===== config.mk =====
export PLATFORM = sky130hd
export DESIGN_NAME = ibex_int_controller_multi
export DESIGN_NICKNAME = d
export VERILOG_FILES = /design/src/rtl/ibex_int_controller_multi.sv
export SDC_FILE = /design/constraint.sdc
export NUM_CORES = 1
export LEC_CHECK = 0
export BUFFER_PORTS_ARGS = -buffer_cell sky130_fd_sc_hd__buf_2
export CAP_MARGIN = 20
export CORE_UTILIZATION = 37
export CTS_CLUSTER_SIZE = 40
export DETAILED_ROUTE_END_ITERATION = 10
export MAX_ROUTING_LAYER = met4
export PLACE_DENSITY = 0.85
export SLEW_MARGIN = 20
export SYNTH_ARGS = -nofsm -noshare
export SYNTH_HDL_FRONTEND = slang
export SYNTH_SLANG_ARGS = --single-unit

===== constraint.sdc =====
create_clock -name clk -period 1.58 [get_ports clk]
set_input_delay 0.316 -clock clk [delete_from_list [all_inputs] [get_ports clk]]
set_output_delay 0.316 -clock clk [all_outputs]
set_load 0.005 [all_outputs]

===== src/rtl/ibex_int_controller_multi.sv =====
// Multi-source interrupt controller: per-source level/edge capture, lowest-index
// arbitration, IDLE/PENDING/DONE ack/kill handshake. Optional NMI via IBEX_INT_CTRL_NMI_EN.
module ibex_int_controller_multi #(
  parameter int                 NUM_IRQ   = 32,
  parameter int                 ID_WIDTH  = 5,
  parameter logic [NUM_IRQ-1:0] EDGE_MASK = {NUM_IRQ{1'b0}}
) (
  input  logic                clk,
  input  logic                rst_n,
  input  logic [NUM_IRQ-1:0]  irq_i,
  input  logic [NUM_IRQ-1:0]  irq_en_i,
  input  logic                m_ie_i,
  input  logic                ctrl_ack_i,
  input  logic                ctrl_kill_i,
`ifdef IBEX_INT_CTRL_NMI_EN
  input  logic                irq_nmi_i,
  output logic                irq_nmi_ctrl_o,
`endif
  output logic                irq_req_ctrl_o,
  output logic [ID_WIDTH-1:0] irq_id_ctrl_o,
  output logic [NUM_IRQ-1:0]  irq_pending_o
);

  typedef enum logic [1:0] {
    IDLE    = 2'd0,
    PENDING = 2'd1,
    DONE    = 2'd2
  } state_e;

  state_e              state_q, state_d;
  logic [ID_WIDTH-1:0] irq_id_q, irq_id_d;
  logic [NUM_IRQ-1:0]  pend_q, pend_d;
  logic [NUM_IRQ-1:0]  irq_q;
  logic [NUM_IRQ-1:0]  cand;
  logic [ID_WIDTH-1:0] winner;
  logic                ack_clr;
  logic                nmi_pend;
  logic                nmi_flag_q, nmi_flag_d;

  assign cand = pend_q & irq_en_i;

  // Lowest-index candidate wins; scanning downward lets lower indices overwrite.
  always_comb begin
    winner = {ID_WIDTH{1'b0}};
    for (int i = NUM_IRQ - 1; i >= 0; i--) begin
      winner = cand[i] ? ID_WIDTH'(i) : winner;
    end
  end

  // Pending capture: level sources follow the line, edge sources latch until acked (set wins).
  always_comb begin
    pend_d = pend_q;
    for (int i = 0; i < NUM_IRQ; i++) begin
      if (EDGE_MASK[i]) begin
        pend_d[i] = (irq_i[i] & ~irq_q[i]) |
                    (pend_q[i] & ~(ack_clr & ~nmi_flag_q & (irq_id_q == ID_WIDTH'(i))));
      end else begin
        pend_d[i] = irq_i[i];
      end
    end
  end

  // Request handshake FSM next-state logic.
  always_comb begin
    state_d    = state_q;
    irq_id_d   = irq_id_q;
    nmi_flag_d = nmi_flag_q;
    ack_clr    = 1'b0;
    case (state_q)
      IDLE: begin
        if (nmi_pend) begin
          state_d    = PENDING;
          irq_id_d   = {ID_WIDTH{1'b0}};
          nmi_flag_d = 1'b1;
        end else if (m_ie_i && (|cand)) begin
          state_d    = PENDING;
          irq_id_d   = winner;
          nmi_flag_d = 1'b0;
        end else begin
          state_d    = IDLE;
        end
      end
      PENDING: begin
        if (ctrl_ack_i) begin
          state_d = DONE;
          ack_clr = 1'b1;
        end else if (ctrl_kill_i) begin
          state_d = IDLE;
        end else begin
          state_d = PENDING;
        end
      end
      DONE:    state_d = IDLE;
      default: state_d = IDLE;
    endcase
  end

  // State, latched ID and capture history registers.
  always_ff @(posedge clk or negedge rst_n) begin
    if (!rst_n) begin
      state_q    <= IDLE;
      irq_id_q   <= {ID_WIDTH{1'b0}};
      pend_q     <= {NUM_IRQ{1'b0}};
      irq_q      <= {NUM_IRQ{1'b0}};
      nmi_flag_q <= 1'b0;
    end else begin
      state_q    <= state_d;
      irq_id_q   <= irq_id_d;
      pend_q     <= pend_d;
      irq_q      <= irq_i;
      nmi_flag_q <= nmi_flag_d;
    end
  end

`ifdef IBEX_INT_CTRL_NMI_EN
  logic nmi_q;
  logic nmi_pend_q;

  // NMI edge capture; cleared only by an ack of the NMI request itself.
  always_ff @(posedge clk or negedge rst_n) begin
    if (!rst_n) begin
      nmi_q      <= 1'b0;
      nmi_pend_q <= 1'b0;
    end else begin
      nmi_q      <= irq_nmi_i;
      nmi_pend_q <= (irq_nmi_i & ~nmi_q) | (nmi_pend_q & ~(ack_clr & nmi_flag_q));
    end
  end

  assign nmi_pend       = nmi_pend_q;
  assign irq_nmi_ctrl_o = nmi_flag_q;
`else
  assign nmi_pend = 1'b0;
`endif

  assign irq_req_ctrl_o = (state_q == PENDING);
  assign irq_id_ctrl_o  = irq_id_q;
  assign irq_pending_o  = pend_q;

endmodule


==> flow_summary_export.csv <==
group,metric,value,unit
synth,synth_simple_gate_area_share,11.6,%
global_routing,groute.usage.overall,24.2,%
layout,layout-drive-gt1-share,61.7,%
synth,syn-num-nets,202,
clock_tree,cts-htree-levels,2,
setup_path,worst-endpoint-required,1.76,ns
detailed_routing,met3RoutedLength,287,µm
power,p_clk_share,28.1,%
synth,count_of_distinct_cell_types_in_the_synthesized_netlist,36,
layout,nFillCells,337,
clock_tree,cts.clk_slew.worst_paths,0.07,ns
global_routing,globalRoute.totalOverflow,0,
clock_tree,cts_tree,"yes",
sta,fmaxAchievable,0.567,GHz
power,areal_power_density_over_the_cells,854,nW/µm²
synth,synth_top_family_by_area,"compound AO/OA/AOI/OAI gates",
floorplan,floorplan.initialDensity,39.7,%
power,ir_worst_vdd,0.526,mV
setup_path,timing.rr.start,"irq_pending_o[12]",
synth,synth_largest_type_area_fraction,59.4,%
clock_tree,cts-buffers-inserted,5,
floorplan,die_width,68.7,µm
synth,avgSynthCellArea,12.4,µm²
floorplan,die-area,4710,µm²
detailed_routing,routed-via-count,1789,
setup_path,critPathLaunchType,"flip-flop",
sta,worst_pin_slew,0.460,ns
detailed_routing,detail_route.wirelength,5.17,mm
synth,syn-instance-count,133,
worst_hold_path,timing.hold.worst.start,"irq_i[5]",
sta,slew_viols_final,0,
sta,number_of_hold_violations_in_the_final_report,0,
global_routing,number_of_antenna_violations_at_the_first_check_in_global_routing,0,
synth,synth.cell_area,1640,µm²
synth,synth_compound_area_share,27.6,%
synth,synth.ff_latch_count,39,
synth,async_flop_share,100,%
clock_tree,numClockSinks,39,
synth,synth_warnings,0,
global_routing,grt_start_max_net_pins,22,
synth,synth_most_common_cell,"sky130_fd_sc_hd__dfrtp_1",
setup_path,endpoint_kind,"flip-flop",
placement,gp_routability_congestion,0.772,
global_routing,grt_first_pass_wirelength,7.71,mm
setup_path,launch_point_of_the_worst_path,"irq_pending_o[12]",
sta,finalClockSkew,0.00533,ns
floorplan,coreArea,4140,µm²
floorplan,fp.dieH,68.7,µm
synth,post_synth_main_area_contributors,"sky130_fd_sc_hd__dfrtp_1 59%, sky130_fd_sc_hd__nand2_1 4.8%, sky130_fd_sc_hd__a22o_2 4.3%",
detailed_routing,wl_met2,2.78,mm
synth,number_of_enable_type_register_cells_in_the_synthesized_netlist,0,
synth,yosysTopAreaCell,"sky130_fd_sc_hd__dfrtp_1",
sta,setup_ws,-0.184,ns
detailed_routing,drt-initial-drc-count,59,
synth,list_of_most_frequent_post_synthesis_cells,"39 x sky130_fd_sc_hd__dfrtp_1, 21 x sky130_fd_sc_hd__nand2_1, 8 x sky130_fd_sc_hd__a21oi_1",
detailed_routing,drt-wirelength-per-cell,14.7,µm
setup_path,worstPathMaxFanout,2,
power,p_comb_share,24.6,%
detailed_routing,first_pass_iters,4,
sta,final.period_utilization,112,%
detailed_routing,route.top_layer_used,"met4",
sta,period_needed,1.76,ns
placement,detailed_placement_wirelength_estimate,4.29,mm
layout,stdcell_count,353,
clock_tree,clk_latency_worst_skew_pair,0.29,ns
synth,synth-adder-area-share,0,%
layout,fin_nets,372,
detailed_routing,vias_per_cell,5.07,
global_routing,grt_pass1_vias,1811,
synth,muxShareOfSynthArea,0.913,%
worst_hold_path,hold_path_class,"in2reg",
power,p_int,1.76,mW
setup_path,crit_arrival,1.94,ns
layout,layout_overhead_on_the_synthesized_area,70.5,%
power,power.switching_fraction,26.6,%
layout,n_antenna_cell,0,
detailed_routing,wl_met1,1.94,mm
power,power_leakage,1.48,nW
clock_tree,ctsRootBufferMaster,"sky130_fd_sc_hd__clkbuf_8",
sta,finalSetupViolations,4,
sta,maxSlewHeadroom,69.4,%
synth,postSynth.topFlopCell,"sky130_fd_sc_hd__dfrtp_1",
synth,synth_seq_area_share,59.4,%
flow_run,cap_violations,0,
detailed_routing,post-route-drc-count,0,
sta,rsz_0062_raised_after_global_routing,"yes",
placement,io_buffers,106,
detailed_routing,drtAntennaViolNets,0,
power,power.net_switching,0.637,mW
floorplan,ios,107,
clock_tree,cts_buffer_depth,2,
power,pwr-share-seq,47.3,%
setup_path,path_class,"reg2reg",
power,power.total,2.40,mW
status,failed_checks,"negative setup slack",
status,run_status,"finished, violations left",
synth,synth-xor-area-share,0,%
floorplan,number_of_rows_in_the_core_area,23,
placement,post-place-cells,343,
==> layout make-up <==
class / count / area [µm²] / share of cell area (%)
Sequential cell: 39 / 976 / 34.8
Inverter: 2 / 7.51 / 0.268
Timing Repair Buffer: 163 / 973 / 34.7
Tap cell: 50 / 62.6 / 2.23
Clock buffer: 6 / 82.6 / 2.95
Multi-Input combinational cell: 92 / 697 / 24.9
Clock inverter: 1 / 5.00 / 0.178
==> power by group through the flow <==
| stage | combinational, mW | clock, mW | sequential (mW) |
|---|---|---|---|
| floorplan | 0.195 | 0 | 1.16 |
| global placement | 0.563 | 0 | 1.15 |
| detailed placement | 0.579 | 0 | 1.15 |
| CTS | 0.591 | 0.695 | 1.13 |
| global route | 0.649 | 0.734 | 1.14 |
| finish | 0.589 | 0.672 | 1.13 |
==> per-stage QoR <==
| stage | instance area, µm² | util [%] | TNS [ns] | hold WS, ns | setup slack [ns] |
|---|---|---|---|---|---|
| finish | 2800 | 67.7 | -0.512 | 0.127 | -0.184 |
| detailed placement | 2670 | 64.4 | -0.756 | 0.289 | -0.234 |
| global placement | 2670 | 64.4 | -0.511 | 0.275 | -0.192 |
| CTS | 2790 | 67.3 | -0.462 | 0.120 | -0.166 |
| global route | 2800 | 67.7 | -1.03 | 0.117 | -0.277 |
| floorplan | 1660 | - | -0.173 | 0.0204 | -0.173 |
==> path summary, 6_finish.rpt <==
kind,end,slack (ns),cells after the start
min in group asynchronous,irq_pending_o[4],0.51,2
min reg2reg,state_q[0],0.49,1
min,irq_pending_o[5],0.13,1
max,irq_id_ctrl_o[2],-0.18,5
max in group asynchronous,irq_pending_o[27],0.59,3
max reg2reg,irq_id_ctrl_o[2],-0.18,5
==> layer usage <==
metal | global-route usage (%) | vias to the layer above
met2 | 42.9 | 80
met5 | - | -
met3 | 5.10 | 17
met4 | 15.1 | 0
li1 | - | 864
met1 | 24.0 | 828
==> sequential cells by signal (all words and copies together), names as in the netlist <==
signal	count
irq_id_ctrl_o	5
state_q	2
irq_pending_o	32
==> critical path: stages, from the launching register on <==
cell and delay [ns]:
sky130_fd_sc_hd__dfrtp_1 0.40, sky130_fd_sc_hd__a22o_4 0.27, sky130_fd_sc_hd__nor4b_4 0.30, sky130_fd_sc_hd__and2b_1 0.20, sky130_fd_sc_hd__a41o_4 0.21, sky130_fd_sc_hd__mux2_4 0.29
==> layout by cell type (no fill, tap or decap), types with 2 or more instances in the layout <==
master	Yosys	routed
sky130_fd_sc_hd__a21oi_1	8	7
sky130_fd_sc_hd__a222oi_1	2	2
sky130_fd_sc_hd__a22o_1	3	3
sky130_fd_sc_hd__a22o_2	7	4
sky130_fd_sc_hd__a22o_4	1	4
sky130_fd_sc_hd__a22oi_1	7	5
sky130_fd_sc_hd__a22oi_2	1	3
sky130_fd_sc_hd__a31oi_1	3	3
sky130_fd_sc_hd__a32oi_1	5	5
sky130_fd_sc_hd__buf_2	0	106
sky130_fd_sc_hd__buf_4	0	55
sky130_fd_sc_hd__clkbuf_8	0	6
sky130_fd_sc_hd__dfrtp_1	39	39
sky130_fd_sc_hd__inv_1	2	2
sky130_fd_sc_hd__nand2_1	21	21
sky130_fd_sc_hd__nand3_1	3	3
sky130_fd_sc_hd__nor2_1	3	3
sky130_fd_sc_hd__o211ai_1	2	2
sky130_fd_sc_hd__o21ai_0	4	4
sky130_fd_sc_hd__o31ai_1	3	3
==> cell families (layout without fill, tap and decap cells) <==
logic type | Yosys count | after routing
flip-flops | 39 | 39
multiplexers | 1 | 1
AO/OA/AOI/OAI | 55 | 55
AND/OR/NAND/NOR | 36 | 36
buffers and inverters | 2 | 172
==> what timing repair did <==
action,in CTS,in global routing
setup endpoints to repair,4,6
gates resized for setup,0,5
buffers inserted,3,1
pin swaps,2,8
hold buffers,1,0
endpoints found under the hold margin,18,0
Power figures use the tool's default switching activity.
